### src/rtl/crc_frm_pkg.sv
// Shared constants and state encoding for the CRC framer and its byte selector.
package crc_frm_pkg;

  localparam int CFRM_DATA_WD     = 8;
  localparam int CFRM_CRC_WD      = 32;
  localparam int CFRM_MAX_CRC_BYT = 4;

  typedef enum logic [1:0] {
    ST_PAY  = 2'd0,
    ST_WAIT = 2'd1,
    ST_CRC  = 2'd2
  } state_t;

endpackage

### src/rtl/crc_frm_byt_sel.sv
// Picks the CRC byte to emit for position cnt of num, in MSB-first or LSB-first order.
module crc_frm_byt_sel
  import crc_frm_pkg::*;
#(
  parameter int DATA_WD = CFRM_DATA_WD,
  parameter int CRC_WD  = CFRM_CRC_WD
) (
  input  logic [CRC_WD-1:0]  crc,
  input  logic [2:0]         cnt,
  input  logic [2:0]         num,
  input  logic               lsb_fst,
  output logic [DATA_WD-1:0] byt
);

  logic [2:0] msb_idx;
  logic [2:0] idx;

  // MSB-first walks down from the top byte of the N-byte CRC window.
  always_comb begin
    msb_idx = num - cnt - 3'd1;
    idx     = lsb_fst ? cnt : msb_idx;
    byt     = crc[int'(idx)*DATA_WD +: DATA_WD];
  end

endmodule

### src/rtl/crc_frm.sv
// Payload-to-link framer: forwards payload bytes, feeds the CRC engine, then appends 1..4 CRC bytes.
//
// state | meaning
// PAY   | forwarding payload bytes to output and CRC engine
// WAIT  | last payload byte taken, waiting for crc_val_i
// CRC   | emitting latched CRC bytes, final one carries flg_lst_o
module crc_frm
  import crc_frm_pkg::*;
#(
  parameter int DATA_WD    = CFRM_DATA_WD,
  parameter int CRC_WD     = CFRM_CRC_WD,
  parameter int NUM_BYT_WD = 3
) (
  input  logic                  clk,
  input  logic                  rstn,
  input  logic [NUM_BYT_WD-1:0] cfg_num_crc_byt_i,
  input  logic                  cfg_flg_lsb_fst_i,
  input  logic                  val_i,
  output logic                  rdy_o,
  input  logic                  flg_fst_i,
  input  logic                  flg_lst_i,
  input  logic [DATA_WD-1:0]    dat_i,
  output logic                  crc_val_o,
  output logic                  crc_flg_fst_o,
  output logic                  crc_flg_lst_o,
  output logic [DATA_WD-1:0]    crc_dat_o,
  input  logic                  crc_val_i,
  input  logic [CRC_WD-1:0]     crc_dat_i,
  output logic                  val_o,
  input  logic                  rdy_i,
  output logic                  flg_fst_o,
  output logic                  flg_lst_o,
  output logic [DATA_WD-1:0]    dat_o,
  output logic                  err_o
);

  state_t             state, state_nxt;
  logic               free;
  logic               acc;
  logic               ld_crc;
  logic               crc_lst;
  logic               in_frm;
  logic               lsb_r;
  logic [2:0]         cnt;
  logic [2:0]         num_r;
  logic [2:0]         num_cfg;
  logic [CRC_WD-1:0]  crc_r;
  logic [DATA_WD-1:0] crc_byt;

  assign free = !val_o || rdy_i;

  // Out-of-range byte counts fall back to the full 4-byte CRC.
  assign num_cfg = (cfg_num_crc_byt_i == '0 ||
                    cfg_num_crc_byt_i > NUM_BYT_WD'(CFRM_MAX_CRC_BYT))
                   ? 3'(CFRM_MAX_CRC_BYT) : 3'(cfg_num_crc_byt_i);

  always_ff @(posedge clk or negedge rstn) begin
    if (!rstn) state <= ST_PAY;
    else       state <= state_nxt;
  end

  always_comb begin
    state_nxt = state;
    unique case (state)
      ST_PAY:  if (acc && flg_lst_i)     state_nxt = ST_WAIT;
      ST_WAIT: if (crc_val_i)            state_nxt = ST_CRC;
      ST_CRC:  if (ld_crc && crc_lst)    state_nxt = ST_PAY;
      default:                           state_nxt = ST_PAY;
    endcase
  end

  always_comb begin
    rdy_o         = (state == ST_PAY) && free;
    acc           = val_i && rdy_o;
    ld_crc        = (state == ST_CRC) && free;
    crc_lst       = (cnt == num_r - 3'd1);
    crc_val_o     = acc;
    crc_dat_o     = dat_i;
    crc_flg_fst_o = (state == ST_PAY) && !in_frm;
    crc_flg_lst_o = (state == ST_PAY) && flg_lst_i;
  end

  crc_frm_byt_sel #(
    .DATA_WD (DATA_WD),
    .CRC_WD  (CRC_WD)
  ) u_byt_sel (
    .crc     (crc_r),
    .cnt     (cnt),
    .num     (num_r),
    .lsb_fst (lsb_r),
    .byt     (crc_byt)
  );

  always_ff @(posedge clk or negedge rstn) begin
    if (!rstn) begin
      val_o     <= 1'b0;
      flg_fst_o <= 1'b0;
      flg_lst_o <= 1'b0;
      dat_o     <= '0;
    end else if (acc) begin
      val_o     <= 1'b1;
      flg_fst_o <= !in_frm;
      flg_lst_o <= 1'b0;
      dat_o     <= dat_i;
    end else if (ld_crc) begin
      val_o     <= 1'b1;
      flg_fst_o <= 1'b0;
      flg_lst_o <= crc_lst;
      dat_o     <= crc_byt;
    end else if (free) begin
      val_o     <= 1'b0;
    end
  end

  always_ff @(posedge clk or negedge rstn) begin
    if (!rstn) begin
      in_frm <= 1'b0;
    end else if (acc) begin
      in_frm <= !flg_lst_i;
    end
  end

  always_ff @(posedge clk or negedge rstn) begin
    if (!rstn) begin
      crc_r <= '0;
      num_r <= 3'(CFRM_MAX_CRC_BYT);
      lsb_r <= 1'b0;
      cnt   <= '0;
    end else if ((state == ST_WAIT) && crc_val_i) begin
      crc_r <= crc_dat_i;
      num_r <= num_cfg;
      lsb_r <= cfg_flg_lsb_fst_i;
      cnt   <= '0;
    end else if (ld_crc) begin
      cnt   <= cnt + 3'd1;
    end
  end

  // Framing errors are flagged but never stall or drop data.
  always_ff @(posedge clk or negedge rstn) begin
    if (!rstn) begin
      err_o <= 1'b0;
    end else begin
      err_o <= (acc && (flg_fst_i == in_frm)) ||
               (crc_val_i && (state != ST_WAIT));
    end
  end

endmodule

### config.mk
export PLATFORM = sky130hd
export DESIGN_NAME = crc_frm
export DESIGN_NICKNAME = d
export VERILOG_FILES = /design/src/rtl/crc_frm_pkg.sv /design/src/rtl/crc_frm_byt_sel.sv /design/src/rtl/crc_frm.sv
export SDC_FILE = /design/constraint.sdc
export NUM_CORES = 1
export LEC_CHECK = 0
export ABC_CLOCK_PERIOD_IN_PS = 4000
export BUFFER_PORTS_ARGS = -buffer_cell sky130_fd_sc_hd__buf_2
export CAP_MARGIN = 20
export CORE_ASPECT_RATIO = 0.5
export CORE_UTILIZATION = 43
export DETAILED_ROUTE_END_ITERATION = 12
export PLACE_DENSITY = 0.67
export SLEW_MARGIN = 20
export SYNTH_ARGS = -nofsm -noshare
export SYNTH_HDL_FRONTEND = slang
export SYNTH_HIERARCHICAL = 1
export SYNTH_SLANG_ARGS = --single-unit
### constraint.sdc
create_clock -name clk -period 4 [get_ports clk]
set_input_delay 1 -clock clk [delete_from_list [all_inputs] [get_ports clk]]
set_output_delay 1 -clock clk [all_outputs]
set_load 0.02 [all_outputs]
# After elaboration in Yosys (flattened, before gate mapping)
# Cells that the tools add are included.
# op_classes
add_sub_neg,4
n_mul,0
div_mod_pow,0
order_cmp,1
n_eq_ne,8
shift,1
n_mux,17
n_bitwise,0
n_reduce_logical,22
# ops
cell,n
variable part select 32 x 7 -> 8 bit,1
2-to-1 mux 8 bit,2
2-to-1 mux 3 bit,4
logical AND 1 bit,10
2-to-1 mux 1 bit,7
2-to-1 mux 2 bit,3
"inequality test 2 bit, second input constant",3
one-hot mux 2 bit (3 select lines),1
"subtractor 3 x 1 -> 3 bit, second input constant",2
nonzero test 2 bit,2
"adder 3 x 1 -> 3 bit, second input constant",1
equality test 3 bit,1
"> comparator 3 bit, second input constant",1
logical NOT 1 bit,3
logical NOT 3 bit,1
logical OR 1 bit,3
AND reduction 3 bit,1
nonzero test 3 bit,1
subtractor 3 bit,1
"equality test 2 x 1 -> 1 bit, second input constant",1
"equality test 2 bit, second input constant",1
logical NOT 2 bit,1
"inequality test 2 x 1 -> 1 bit, second input constant",1
equality test 1 bit,1
# word_totals
regBits,54
latchBits,0
mem_bits_rw,0
rom_bits,0
in_bits,51
elab_cells,64
memories,0

# Depth between registers and ports, before layout
# depth
word_depth,7
mapped_depth,11
depth_no_buf,9

# Modules after synthesis
# The synthesis kept the hierarchy.
# modules_own_cells
mod,n_inst,cells_each,area_per_inst_um2,seq_area_each_um2
crc_frm,1,242,2377.3,1352.5
crc_frm_byt_sel,1,98,610.6,0.0

# Worst setup path after synthesis
# No wires, ideal clock.
# synth_path
path_kind,input -> output
start,input rdy_i
end,output crc_val_o
t_arrival_ns,1.559
required_time_ns,3.000
setup_slack_ns,1.441
cell_stages,4
cell_sequence,nand2b_4 -> and3_4 -> buf_6 -> buf_6
# synth_via
elab_chain_len,3
# synth_lines
element,line,text
from (decl),crc_frm.sv:30,"input logic rdy_i,"
logical OR 1 bit,crc_frm.sv:50,assign free = !val_o || rdy_i;
logical AND 1 bit,crc_frm.sv:73,rdy_o = (state == ST_PAY) && free;
logical AND 1 bit,crc_frm.sv:74,acc = val_i && rdy_o;
to (decl),crc_frm.sv:23,"output logic crc_val_o,"
# Every way passes these cells.

# Worst setup path after layout
# layout_path
start,register cnt[0]
end,register dat_o[7]
# layout_via
elab_chain_len,6
# layout_lines
element,line,text
from (decl),crc_frm.sv:44,logic [2:0] cnt;
from (signal assigned),crc_frm.sv:135,cnt <= cnt + 3'd1;
subtractor 3 bit,crc_frm_byt_sel.sv:20,msb_idx = num - cnt - 3'd1;
subtractor 3 x 1 -> 3 bit,crc_frm_byt_sel.sv:20,
2-to-1 mux 3 bit (*),crc_frm_byt_sel.sv:21,idx = lsb_fst ? cnt : msb_idx;
variable part select 32 x 7 -> 8 bit (*),crc_frm_byt_sel.sv:22,byt = crc[int'(idx)*DATA_WD +: DATA_WD];
net crc_byt[7],crc_frm.sv:48,logic [DATA_WD-1:0] crc_byt;
2-to-1 mux 8 bit (*),crc_frm.sv:105,end else if (ld_crc) begin
2-to-1 mux 8 bit (*),crc_frm.sv:100,end else if (acc) begin
to (signal assigned),crc_frm.sv:104,dat_o <= dat_i;
to (signal assigned),crc_frm.sv:109,dat_o <= crc_byt;
to (decl),crc_frm.sv:33,"output logic [DATA_WD-1:0] dat_o,"
# The timed path passes the listed nets; every way through them passes the cells marked *. The select of a mux whose other input is x is not followed.
# A chain may end at the register's enable or synchronous reset.

==> flow_metrics.tcl <==
set metrics [dict create \
    max_stage_delay_ns 0.81 \
    n_antenna_cell 0 \
    ir_drop_v 0.000338 \
    die-height_um 60.9 \
    die_w_um 120 \
    synth-async-reset-ratio_pct 100 \
    vias 2594 \
    synth.yosys.seq_area_share_pct 45.3 \
    fp.coreArea_mm2 0.00670 \
    crit_chain "inv_1, ha_1, fa_1, xor2_1, nor2_1, xor2_1, a21oi_1, and3_1, a221o_1" \
    finalWorstSetupSlack_ns 0.732 \
    setup_viol 0 \
    post-route-drc-count 0 \
    cts_resized 0 \
    ant_nets 0 \
    antenna_found_initial 0 \
    grt_util_all_layers_pct 21.3 \
    ys_ff_latch 54 \
    synth_edf_count 0 \
    ys_warn_count 6 \
    clock_path_buffers 2 \
    start_util_pct 44.6 \
    hp-class "flip-flop to flip-flop" \
    slowest_stage "dfrtp_1" \
    post_cts_buffers 0 \
    required_ns 4.17 \
    synthTopCellsByArea "dfrtp_1 44%, nand2_1 13%, a21oi_1 3.2%" \
    dpl_worst_slack_ns 0.816 \
    path_common_cell "xor2_1" \
    postSynthCellCount 340 \
    wirelength_um 7300 \
    worst_pin_slew_ns 0.815 \
    slew_headroom_pct 45.5 \
    finalSetupTns_ns 0 \
    yosysTopAreaCell "dfrtp_1" \
    grt_pass1_vias 2416 \
    worstSkewPairLatency_ns 0.29 \
    hpwl_um 5420 \
    ys.flop_type "dfrtp_1" \
    startpoint_type "flip-flop" \
    layout-drive-gt1-share_pct 25.9 \
    synth_top_area_share_pct 44.4 \
    drv_slew 0 \
    viasPerCell 5.30 \
    ctsHoldBuffers 0 \
    path_class "flip-flop to flip-flop" \
    dieArea_mm2 0.00731 \
    avgSynthCellArea_um2 8.79 \
    cts_tree "done" \
    crit_arrival_ns 3.44 \
    grt_max_degree 37 \
    end_kind "flip-flop" \
    worstPathMaxFanout 21 \
    cp.buffers_inverters 1 \
    maxCapViolCount 0 \
    path_clk_slew_ns 0.06 \
    cts_buffers 5 \
    finClkSkew_ns 0.00792 \
    critical_path.top_delay_family "XOR/XNOR gates" \
    grt_pass1_wl_um 11800 \
    first_pass_iters 4 \
    syn_nets 396 \
    overflow 0 \
    period_share_pct 81.7 \
    synth_cell_type_count 51 \
    io_pins 75 \
    gp_congestion 0.880 \
    rsz0062_at_grt "no" \
    p_per_area_mw_per_mm2 902 \
    synth_area_mm2 0.00299 \
    fmax_ghz 0.306 \
    hold_viol_final 0 \
    cts_root_buf "clkbuf_16" \
    finalNetCount 452 \
    htree_levels 2 \
    cts.sinks 54 \
    placementRows 21 \
    areaGrowthSynthToFinish_pct 15.9 \
    p_leak_nw 1.78 \
    numPortBuffers 74 \
    drtIter0Drc 192 \
    period_minus_slack_ns 3.27 \
    fill_cells 664 \
    wire_per_inst_um 14.9 \
    status "finished, final reports clean" \
]
## final timing paths
kind                       startpoint        end  slack [ns]  depth (start not counted)
hold / removal              crc_r[15]  crc_r[15]        0.48                          2
setup / recovery               cnt[0]   dat_o[7]        0.73                          9
min in group asynchronous        rstn  flg_lst_o        0.73                          1
setup reg to reg               cnt[0]   dat_o[7]        0.73                          9
hold reg to reg             crc_r[15]  crc_r[15]        0.48                          2
max in group asynchronous        rstn  crc_r[31]        2.46                          2
## registers in the layout, summed over array words and instances (netlist names)
name / flops
cnt: 3
crc_r: 32
dat_o: 8
err_o: 1
flg_fst_o: 1
flg_lst_o: 1
in_frm: 1
lsb_r: 1
num_r: 3
state: 2
val_o: 1
## logic make-up (layout without fill, tap and decap cells)
family	after synthesis	in the layout	share of synthesized area, %
AND/OR/NAND/NOR	165	165	24.6
AO/OA/AOI/OAI	65	65	16.3
flip-flops	54	54	45.3
buffers and inverters	42	99	7.83
XOR/XNOR	6	6	2.22
adder cells (fa/ha/maj)	5	5	2.35
multiplexers	3	3	1.47
## worst min-delay path, cell delays in order (launching register included)
cell	delay (ns)
dfrtp_1	0.34
nand2_1	0.05
nand2_1	0.06
## cell type report
class | instances | area [µm²] | area share, %
Sequential cell | 54 | 1350 | 39.1
Clock inverter | 1 | 5.00 | 0.145
Tap cell | 92 | 115 | 3.32
Timing Repair Buffer | 77 | 393 | 11.3
Clock buffer | 7 | 143 | 4.12
Inverter | 14 | 52.6 | 1.52
Multi-Input combinational cell | 244 | 1400 | 40.5
## through the flow
stage                     hold slack [ns]  util (%)  cell area (µm²)  std cells  total power [mW]
after detailed placement            0.466      49.5             3310        481              2.67
after global routing                0.510      51.7             3460        489              3.35
after CTS                           0.486      51.7             3460        489              3.12
after global placement              0.459      49.5             3310        481              2.60
after floorplan                     0.437         -             2990        340              2.30
final                               0.480      51.7             3460        489              3.12
## layer usage
metal | part of all wire (%) | GRT usage, % | up-vias
met4 | 1.4 | 7.68 | 0
met5 | 0 | 0 | -
met2 | 45 | 35.3 | 98
met3 | 6.8 | 4.14 | 15
li1 | - | - | 1247
met1 | 47 | 28.6 | 1234
## power breakdown
group	internal [mW]	switching (mW)
combinational	0.676	0.957
clock	0.249	0.191
sequential	0.795	0.253
total	1.72	1.40
## cell usage in the layout, fill, tap and decap left out, drive strengths merged, types with 2 or more instances in the layout
cell / count
buf: 77
mux2i: 2
o22ai: 7
or2: 2
dfrtp: 53
nor2: 24
o21ai: 12
clkbuf: 7
nor2b: 2
a21oi: 19
xnor2: 3
a21o: 2
inv: 14
and3: 9
xor2: 2
nand2b: 6
ha: 4
nor3: 11
a211oi: 7
nand2: 102
nand3b: 3
a221o: 8
o211ai: 2
## Yosys cell counts, drive strengths merged (8+ instances only)
cell	number
nand2	102
dfrtp	53
nor2	24
buf	21
a21oi	19
inv	14
o21ai	12
nor3	11
and3	9
a221o	8
Power figures use the tool's default switching activity.
